--- config.mk ---
export PLATFORM = sky130hd
export DESIGN_NAME = block_matmul_engine
export DESIGN_NICKNAME = d
export VERILOG_FILES = /design/src/rtl/neurocore_pkg.sv /design/src/rtl/block_matmul_engine_mac.sv /design/src/rtl/block_matmul_engine.sv
export SDC_FILE = /design/constraint.sdc
export NUM_CORES = 1
export LEC_CHECK = 0
export BUFFER_PORTS_ARGS = -buffer_cell sky130_fd_sc_hd__buf_2
export CAP_MARGIN = 20
export CORE_ASPECT_RATIO = 0.7
export CORE_MARGIN = 2
export CORE_UTILIZATION = 40
export CTS_CLUSTER_DIAMETER = 80
export DETAILED_ROUTE_END_ITERATION = 8
export HOLD_SLACK_MARGIN = 0.02
export PLACE_DENSITY = 0.55
export SLEW_MARGIN = 20
export SYNTH_ARGS = -nofsm -noshare
export SYNTH_HDL_FRONTEND = slang
export SYNTH_SLANG_ARGS = --single-unit
--- constraint.sdc ---
create_clock -name clk -period 13.1 [get_ports clk]
set_clock_uncertainty 0.15 [all_clocks]
set_input_delay 2.62 -clock clk [delete_from_list [all_inputs] [get_ports clk]]
set_output_delay 2.62 -clock clk [all_outputs]
set_load 0.01 [all_outputs]
--- src/rtl/neurocore_pkg.sv ---
// Shared definitions for the NeuroCore datapath blocks: FSM state encoding,
// the default operand width and the accumulator sizing rule.
package neurocore_pkg;

   localparam int DEF_BIT_W = 8;

   localparam logic [1:0] IDLE_ENC    = 2'd0;
   localparam logic [1:0] LOAD_ENC    = 2'd1;
   localparam logic [1:0] COMPUTE_ENC = 2'd2;
   localparam logic [1:0] STORE_ENC   = 2'd3;

   typedef enum logic [1:0] {
      ST_IDLE    = IDLE_ENC,
      ST_LOAD    = LOAD_ENC,
      ST_COMPUTE = COMPUTE_ENC,
      ST_STORE   = STORE_ENC
   } state_t;

   // A dot product of dim full-width products cannot exceed this width.
   function automatic int acc_width(input int bit_w, input int dim);
      return 2 * bit_w + $clog2(dim);
   endfunction

endpackage

--- src/rtl/block_matmul_engine_mac.sv ---
// Single multiply-accumulate unit. acc presents the running sum including the
// current product, so the owner can capture a finished dot product directly.
module mac_unit #(
   parameter int BIT_W = 8,
   parameter int ACC_W = 18
) (
   input  logic             clk,
   input  logic             rst,
   input  logic [BIT_W-1:0] a,
   input  logic [BIT_W-1:0] b,
   input  logic             signed_mode,
   input  logic             clr,
   input  logic             en,
   output logic [ACC_W-1:0] acc
);

   localparam int PW = 2 * BIT_W;

   logic [PW-1:0]    a_ext;
   logic [PW-1:0]    b_ext;
   logic [PW-1:0]    prod;
   logic [ACC_W-1:0] prod_ext;
   logic [ACC_W-1:0] acc_d;
   logic [ACC_W-1:0] acc_q;

   // The low PW bits of a PW x PW product are correct for both signednesses.
   always_comb begin
      a_ext    = signed_mode ? {{BIT_W{a[BIT_W-1]}}, a} : {{BIT_W{1'b0}}, a};
      b_ext    = signed_mode ? {{BIT_W{b[BIT_W-1]}}, b} : {{BIT_W{1'b0}}, b};
      prod     = a_ext * b_ext;
      prod_ext = signed_mode ? {{(ACC_W-PW){prod[PW-1]}}, prod}
                             : {{(ACC_W-PW){1'b0}}, prod};
      acc      = acc_q + prod_ext;
      acc_d    = acc_q;
      if (clr) begin
         acc_d = '0;
      end else if (en) begin
         acc_d = acc;
      end
   end

   always_ff @(posedge clk or negedge rst) begin
      if (!rst) begin
         acc_q <= '0;
      end else begin
         acc_q <= acc_d;
      end
   end

endmodule

--- src/rtl/block_matmul_engine.sv ---
// DIM x DIM matrix multiplier: streams in A/B element pairs, computes C = A x B
// on one MAC (k innermost), then streams C out over a valid/ready handshake.
module block_matmul_engine
   import neurocore_pkg::*;
#(
   parameter int BIT_W = DEF_BIT_W,
   parameter int DIM   = 3,
   parameter int ACC_W = acc_width(BIT_W, DIM)
) (
   input  logic             clk,
   input  logic             rst,
   input  logic             start,
   input  logic             signed_mode,
   input  logic             abort,
   input  logic             in_valid,
   output logic             in_ready,
   input  logic [BIT_W-1:0] inp_a,
   input  logic [BIT_W-1:0] inp_b,
   output logic             out_valid,
   input  logic             out_ready,
   output logic [ACC_W-1:0] out_data,
   output logic             busy,
   output logic             done
);

   localparam int NN    = DIM * DIM;
   localparam int IDX_W = $clog2(NN);
   localparam int CNT_W = $clog2(DIM);
   localparam logic [IDX_W-1:0] LAST_IDX = IDX_W'(NN - 1);
   localparam logic [IDX_W-1:0] DIM_IDX  = IDX_W'(DIM);
   localparam logic [CNT_W-1:0] LAST_CNT = CNT_W'(DIM - 1);

   logic [BIT_W-1:0] a_mem [NN];
   logic [BIT_W-1:0] b_mem [NN];
   logic [ACC_W-1:0] c_mem [NN];

   state_t           state_q, state_d;
   logic [IDX_W-1:0] ld_cnt_q, ld_cnt_d;
   logic [IDX_W-1:0] st_cnt_q, st_cnt_d;
   logic [CNT_W-1:0] i_q, i_d, j_q, j_d, k_q, k_d;
   logic             mode_q, mode_d;
   logic             in_ready_q, in_ready_d;
   logic             out_valid_q, out_valid_d;
   logic [ACC_W-1:0] out_data_q, out_data_d;
   logic             busy_q, busy_d;
   logic             done_q, done_d;

   logic             ab_we, c_we, mac_en, mac_clr;
   logic [IDX_W-1:0] a_rd_idx, b_rd_idx, c_wr_idx, c_rd_idx, st_nxt;
   logic [ACC_W-1:0] mac_acc;

   assign a_rd_idx = IDX_W'(i_q) * DIM_IDX + IDX_W'(k_q);
   assign b_rd_idx = IDX_W'(k_q) * DIM_IDX + IDX_W'(j_q);
   assign c_wr_idx = IDX_W'(i_q) * DIM_IDX + IDX_W'(j_q);

   mac_unit #(
      .BIT_W (BIT_W),
      .ACC_W (ACC_W)
   ) u_mac (
      .clk         (clk),
      .rst         (rst),
      .a           (a_mem[a_rd_idx]),
      .b           (b_mem[b_rd_idx]),
      .signed_mode (mode_q),
      .clr         (mac_clr),
      .en          (mac_en),
      .acc         (mac_acc)
   );

   always_comb begin
      state_d     = state_q;
      ld_cnt_d    = ld_cnt_q;
      st_cnt_d    = st_cnt_q;
      i_d         = i_q;
      j_d         = j_q;
      k_d         = k_q;
      mode_d      = mode_q;
      in_ready_d  = in_ready_q;
      out_valid_d = out_valid_q;
      out_data_d  = out_data_q;
      busy_d      = busy_q;
      done_d      = 1'b0;
      ab_we       = 1'b0;
      c_we        = 1'b0;
      mac_en      = 1'b0;
      mac_clr     = 1'b0;
      st_nxt      = st_cnt_q + IDX_W'(1);
      // Leaving COMPUTE preloads C[0]; in STORE the next element is staged.
      c_rd_idx    = (state_q == ST_STORE) ? st_nxt : '0;

      case (state_q)
         ST_IDLE: begin
            if (start && !abort) begin
               state_d    = ST_LOAD;
               mode_d     = signed_mode;
               in_ready_d = 1'b1;
               busy_d     = 1'b1;
            end
         end
         ST_LOAD: begin
            if (in_valid && in_ready_q) begin
               ab_we = 1'b1;
               if (ld_cnt_q == LAST_IDX) begin
                  state_d    = ST_COMPUTE;
                  in_ready_d = 1'b0;
                  ld_cnt_d   = '0;
               end else begin
                  ld_cnt_d = ld_cnt_q + IDX_W'(1);
               end
            end
         end
         ST_COMPUTE: begin
            mac_en = 1'b1;
            if (k_q == LAST_CNT) begin
               mac_clr = 1'b1;
               c_we    = 1'b1;
               k_d     = '0;
               if (j_q == LAST_CNT) begin
                  j_d = '0;
                  if (i_q == LAST_CNT) begin
                     i_d         = '0;
                     state_d     = ST_STORE;
                     out_valid_d = 1'b1;
                     out_data_d  = c_mem[c_rd_idx];
                  end else begin
                     i_d = i_q + CNT_W'(1);
                  end
               end else begin
                  j_d = j_q + CNT_W'(1);
               end
            end else begin
               k_d = k_q + CNT_W'(1);
            end
         end
         ST_STORE: begin
            if (out_valid_q && out_ready) begin
               if (st_cnt_q == LAST_IDX) begin
                  state_d     = ST_IDLE;
                  st_cnt_d    = '0;
                  out_valid_d = 1'b0;
                  busy_d      = 1'b0;
                  done_d      = 1'b1;
               end else begin
                  st_cnt_d   = st_nxt;
                  out_data_d = c_mem[c_rd_idx];
               end
            end
         end
         default: state_d = ST_IDLE;
      endcase

      if (abort && state_q != ST_IDLE) begin
         state_d     = ST_IDLE;
         ld_cnt_d    = '0;
         st_cnt_d    = '0;
         i_d         = '0;
         j_d         = '0;
         k_d         = '0;
         in_ready_d  = 1'b0;
         out_valid_d = 1'b0;
         busy_d      = 1'b0;
         done_d      = 1'b0;
         ab_we       = 1'b0;
         c_we        = 1'b0;
         mac_en      = 1'b0;
         mac_clr     = 1'b1;
      end
   end

   always_ff @(posedge clk or negedge rst) begin
      if (!rst) begin
         state_q     <= ST_IDLE;
         ld_cnt_q    <= '0;
         st_cnt_q    <= '0;
         i_q         <= '0;
         j_q         <= '0;
         k_q         <= '0;
         mode_q      <= 1'b0;
         in_ready_q  <= 1'b0;
         out_valid_q <= 1'b0;
         out_data_q  <= '0;
         busy_q      <= 1'b0;
         done_q      <= 1'b0;
      end else begin
         state_q     <= state_d;
         ld_cnt_q    <= ld_cnt_d;
         st_cnt_q    <= st_cnt_d;
         i_q         <= i_d;
         j_q         <= j_d;
         k_q         <= k_d;
         mode_q      <= mode_d;
         in_ready_q  <= in_ready_d;
         out_valid_q <= out_valid_d;
         out_data_q  <= out_data_d;
         busy_q      <= busy_d;
         done_q      <= done_d;
      end
   end

   // Buffers keep their contents across reset.
   always_ff @(posedge clk) begin
      if (ab_we) begin
         a_mem[ld_cnt_q] <= inp_a;
         b_mem[ld_cnt_q] <= inp_b;
      end
      if (c_we) begin
         c_mem[c_wr_idx] <= mac_acc;
      end
   end

   assign in_ready  = in_ready_q;
   assign out_valid = out_valid_q;
   assign out_data  = out_data_q;
   assign busy      = busy_q;
   assign done      = done_q;

endmodule
## Word level (Yosys, flattened, before mapping)

Memory sizes are Yosys's and may differ from the RTL's.
Index checks and enable logic that the tools add are counted.
W data, S select, Z words.

| cells by class | value |
|---|---|
| equality and inequality tests | 21 |
| $add $sub $neg | 9 |
| mux-type cells | 73 |
| multipliers | 3 |
| reduce and logical (&&, ||, !) cells | 29 |

Operator list:

| operator | count |
|---|---|
| $mux W18 | 8 |
| $mux W2 | 21 |
| $mux W4 | 9 |
| $pmux W18 S2 | 1 |
| $mux W16 | 2 |
| $mux W1 | 28 |
| $reduce_bool A2 Y1 | 10 |
| $add A18 B18 Y18 | 1 |
| $ne A3 B3 Y1 const B | 6 |
| $mul A16 B16 Y16 | 1 |
| $add A4 B2 Y4 | 3 |
| $reduce_and A6 Y1 | 2 |
| $eq A2 B2 Y1 const B | 5 |
| $reduce_bool A3 Y1 | 3 |
| $add A4 B1 Y4 const B | 2 |
| $eq A4 B4 Y1 const B | 2 |
| $mul A2 B2 Y4 const B | 2 |
| $ne A2 B2 Y1 const B | 4 |
| $pmux W2 S4 | 1 |
| $reduce_and A2 Y1 | 4 |
| $reduce_and A4 Y1 | 2 |
| $reduce_and A8 Y1 | 1 |
| $add A2 B1 Y2 const B | 3 |
| $ne A3 B1 Y1 const B | 2 |
| other kinds (7) | 12 |

| storage, ports and cells | value |
|---|---|
| memory bits (writable) | 306 |
| register bits after elaboration | 57 |
| memories kept | 3 |
| bits of input ports | 23 |
| logic and storage cells | 151 |
| output and inout bits | 22 |

Memory list:

| memory | depth | bits a word | rd ports | clocked after Yosys merged registers in | write ports | line | RTL |
|---|---|---|---|---|---|---|---|
| c_mem | 9 | 18 | 1 | 0 | 1 | block_matmul_engine.sv:35 | `logic [ACC_W-1:0] c_mem [NN];` |
| a_mem | 9 | 8 | 1 | 0 | 1 | block_matmul_engine.sv:33 | `logic [BIT_W-1:0] a_mem [NN];` |
| b_mem | 9 | 8 | 1 | 0 | 1 | block_matmul_engine.sv:34 | `logic [BIT_W-1:0] b_mem [NN];` |

## Logic depth before layout (Yosys ltp)

An unclocked memory read counts as a cell.

| logic depth | value |
|---|---|
| depth after elaboration | 9 |
| depth in mapped cells | 42 |

## Hierarchy

Synthesis repeated with hierarchy kept, for this count alone.

| second synthesis, totals | value |
|---|---|
| cells, all modules | 1492 |
| area total of the unflattened synthesis | 19371.1 sq um |

Modules (own cells, without submodules):

| module | instances | cells an instance | area each (sq um) |
|---|---|---|---|
| block_matmul_engine | 1 | 894 | 14156.1 |
| mac_unit | 1 | 598 | 5215.0 |

## Worst setup path after synthesis

No wires, ideal clock.

| timing | value |
|---|---|
| path type | register to register |
| from | register k_q[1] |
| to | memory c_mem[0][17], data pin |
| cell stages (with the launch flop) | 35 |
| clock period less this slack | 9.254 ns |
| path buffers | 3 |
| setup slack | 3.846 ns |
| arrival time | 8.861 ns |
| cells stage by stage | dfrtp_1 -> inv_1 -> fa_1 -> inv_1 -> ha_1 -> inv_1 -> fa_1 -> clkbuf_1 -> mux2_2 -> mux2i_4 -> nand2b_1 -> buf_4 -> clkbuf_1 -> nor2_1 -> fa_1 -> fa_1 -> inv_1 -> fa_1 -> fa_1 -> fa_1 -> fa_1 -> xor2_1 -> xnor2_1 -> xnor2_1 -> xnor2_1 -> xnor2_2 -> xnor3_1 -> xnor2_2 -> nand2_2 -> inv_1 -> ha_1 -> a21o_1 -> a31o_2 -> xnor2_2 -> xnor2_1 |

| between the ends | value |
|---|---|
| word-level cells in the longest chain between the ends | 7 |
| elaborated cells between the ends (all ways) | 10 |
| classes of those cells | 3 x add/sub; 2 x mul; 3 x mux; 2 x memory |

Ends and longest elaborated chain:

| what | line | RTL |
|---|---|---|
| start, declared | block_matmul_engine.sv:40 | `logic [CNT_W-1:0] i_q, i_d, j_q, j_d, k_q, k_d;` |
| start signal, assigned | block_matmul_engine.sv:190 | `k_q <= k_d;` |
| $mul A2 B2 Y4 | block_matmul_engine.sv:53 | `assign b_rd_idx = IDX_W'(k_q) * DIM_IDX + IDX_W'(j_q);` |
| $add A4 B2 Y4 | block_matmul_engine.sv:53 |  |
| $mem_v2 Z9 W8 | - |  |
| $mux W16 | block_matmul_engine_mac.sv:29 | `b_ext = signed_mode ? {{BIT_W{b[BIT_W-1]}}, b} : {{BIT_W{1'b0}}, b};` |
| $mul A16 B16 Y16 (*) | block_matmul_engine_mac.sv:30 | `prod = a_ext * b_ext;` |
| $mux W18 (*) | block_matmul_engine_mac.sv:31 | `prod_ext = signed_mode ? {{(ACC_W-PW){prod[PW-1]}}, prod}` |
| $add A18 B18 Y18 (*) | block_matmul_engine_mac.sv:33 | `acc = acc_q + prod_ext;` |
| via mac_acc[17] | block_matmul_engine.sv:50 | `logic [ACC_W-1:0] mac_acc;` |
| end, declared | block_matmul_engine.sv:35 |  |

The timed path passes the listed nets; every way through them passes the cells marked *.

## Worst setup path after layout

| timing | value |
|---|---|
| from | register k_q[1] |
| to | memory c_mem[7][17], data pin |

The elaborated chain is that of the path after synthesis.

==> out/summary.txt <==
Ys async rst share -> 15.7%
Worst-Skew Late Latency -> 550 ps
Final setup viols -> 0
Initial core utilization -> 40.8%
Post-route clock period utilization -> 79.1%
Grt ovf -> 0
Syn nets -> 1673
# rows -> 66
Number of synthesized flops with an enable pin -> 306
Setup TNS -> 0 ps
CP required -> 13210 ps
CTS tree -> yes
Most used cell along the critical path -> fa_1
CTS root buf -> clkbuf_16
Sequential-to-total area share from yosys stat -> 55.5%
Max-cap violations -> 0
CP arrival -> 10460 ps
H-tree depth -> 2
Synthesized cell area -> 19100 um2
Vias in the first global route -> 11421
Yosys cell types -> 61
Residual DRC -> 0
Internal reg-to-reg setup slack -> 2740 ps
Initial antenna violation count -> 1
Syn Area/Cell -> 12.9 um2
CP max FO -> 19
Relative slew margins -> 26.4%
Synth Warn # -> 0
Worst Setup End Kind -> flip-flop
TritonCTS Buffers -> 38
Routed length per instance -> 19.3 um
Placed cell count -> 2100
RSZ-0062 raised after global routing -> false
Core area -> 46800 um2
Area Overhead vs Synth -> 11.0%
Layout net count -> 1720
Die H -> 187 um
CP Class -> reg2reg
Final HPWL DP -> 27.2 mm
Synth Register Bits -> 363
Most common cell after layout, fill and taps aside -> edfxtp_1
Pre-antenna DRT Iters -> 5
Pins Over Slew Limit -> 0
Final Hold Vio Count -> 0
# clock sinks -> 363
Final ANT Viol Nets -> 0
Clk pin slew, worst setup/hold paths -> 60 ps
Share of cells above drive strength 1 -> 14.0%
Top Ports -> 45
Status -> completed
Synthesized instance count -> 1481
Full die area -> 49600 um2
Hold Crit Class -> reg2reg
Ant. Diodes -> 0
Resized Gates After CTS -> 0
Least-Margin Pin Slew -> 1100 ps
Critical path's slowest cell -> fa_1
Startpoint Class -> flip-flop
Largest net degree at the start of global routing -> 75
Clk buf depth -> 3
Top FF cell, synth -> edfxtp_1
Postcts setup bufs -> 0
Global Route Usage Sum -> 17.4%
Fmax -> 96.5 MHz
Vias post-DR -> 11249
Die W -> 265 um
Post-CTS Hold Buffers -> 0
Commonest non-fill, non-tap cells in the layout -> 306 x edfxtp_1, 154 x nand2_1, 147 x inv_1
Layout Cells excl Fill -> 2169
DR vias/cell -> 5.19
DRT iter0 DRCs -> 851
IO Port Bufs -> 44
Crit-path max cell delay -> 990 ps
Tmin final -> 10360 ps
First-pass GRT wire length -> 67.0 mm
WL final -> 41.8 mm
Filler cell count -> 4183
GP Congestion -> 0.800
[state kept, by name (all words and copies together) (netlist names), 2 cells and up]
| signal | flops |
|---|---|
| i_q | 2 |
| j_q | 2 |
| k_q | 2 |
| c_mem | 162 |
| u_mac.acc_q | 18 |
| ld_cnt_q | 4 |
| st_cnt_q | 4 |
| a_mem | 72 |
| out_data | 18 |
| state_q | 2 |
| b_mem | 72 |
[Yosys cell counts (20+ instances only)]
cell | count | area, um2
nor2_1 | 94 | 353
inv_1 | 147 | 552
ha_1 | 94 | 1180
or2_2 | 20 | 125
clkbuf_1 | 47 | 176
dfrtp_1 | 57 | 1430
nor2b_1 | 41 | 257
a21oi_1 | 49 | 245
fa_1 | 75 | 1500
nand3_1 | 21 | 105
o21ai_0 | 63 | 315
nand2_1 | 157 | 589
a211oi_1 | 36 | 270
mux4_2 | 33 | 743
edfxtp_1 | 306 | 9190
xnor2_1 | 33 | 289
[path summary, 6_finish.rpt]
path / startpoint / endpoint / depth (start not counted)
setup / recovery: k_q[1]$_DFFE_PN0N_ / c_mem[7][17]$_DFFE_PP_ / 31
max in group asynchronous: rst / st_cnt_q[0]$_DFFE_PN0P_ / 2
min in group asynchronous: rst / out_data[7]$_DFFE_PN0P_ / 2
setup reg to reg: k_q[1]$_DFFE_PN0N_ / c_mem[7][17]$_DFFE_PP_ / 31
hold / removal: out_data[14]$_DFFE_PN0P_ / out_data[14]$_DFFE_PN0P_ / 2
hold reg to reg: out_data[14]$_DFFE_PN0P_ / out_data[14]$_DFFE_PN0P_ / 2
[worst max-delay path: cells and delay by family (launching register included)]
family,cells,cell delay [ps]
adder cells (fa/ha/maj),10,4720
XOR/XNOR,9,2180
AND/OR/NAND/NOR,3,940
multiplexers,2,720
buffers and inverters,5,490
AO/OA/AOI/OAI,2,430
flip-flops,1,410
[per-layer routing]
layer  wire (um)  share of wire, %  vias to the layer above  track usage, %
li1            -                 -                     5349               -
met1       21400                51                     5618            27.3
met2       17700                42                      238            25.8
met3        2120               5.1                       44            2.57
met4         559               1.3                        0            3.41
met5           0                 0                        -               0
[metrics by stage]
stage                     hold slack, ps  utilization, %  cell area, um2  worst slack [ps]
after CTS                            327            45.3           21200              2640
after global routing                 362            45.3           21200              2210
final                                321            45.3           21200              2740
after floorplan                      328               -           19100              3850
after global placement               307            42.8           20100              2870
after detailed placement             314            42.8           20100              2640
[final cells by class]
cell class / count / area [um2] / share of cell area [%]
Clock buffer: 51 / 1000 / 4.71
Clock inverter: 18 / 154 / 0.725
Inverter: 147 / 552 / 2.60
Multi-Input combinational cell: 911 / 7740 / 36.5
Sequential cell: 363 / 10600 / 50.0
Tap cell: 612 / 766 / 3.61
Timing Repair Buffer: 67 / 393 / 1.85
[kinds of logic (layout without fill, tap and decap cells)]
family,count (synthesis),in the layout,share of synthesized area (%)
AO/OA/AOI/OAI,250,250,8.50
XOR/XNOR,53,53,2.79
multiplexers,60,60,5.77
buffers and inverters,207,283,4.36
AND/OR/NAND/NOR,378,378,8.97
adder cells (fa/ha/maj),170,170,14.1
flip-flops,363,363,55.5
Power is not shown: default switching activity piles up to over one toggle a cycle in this logic, so the estimate is an artifact.
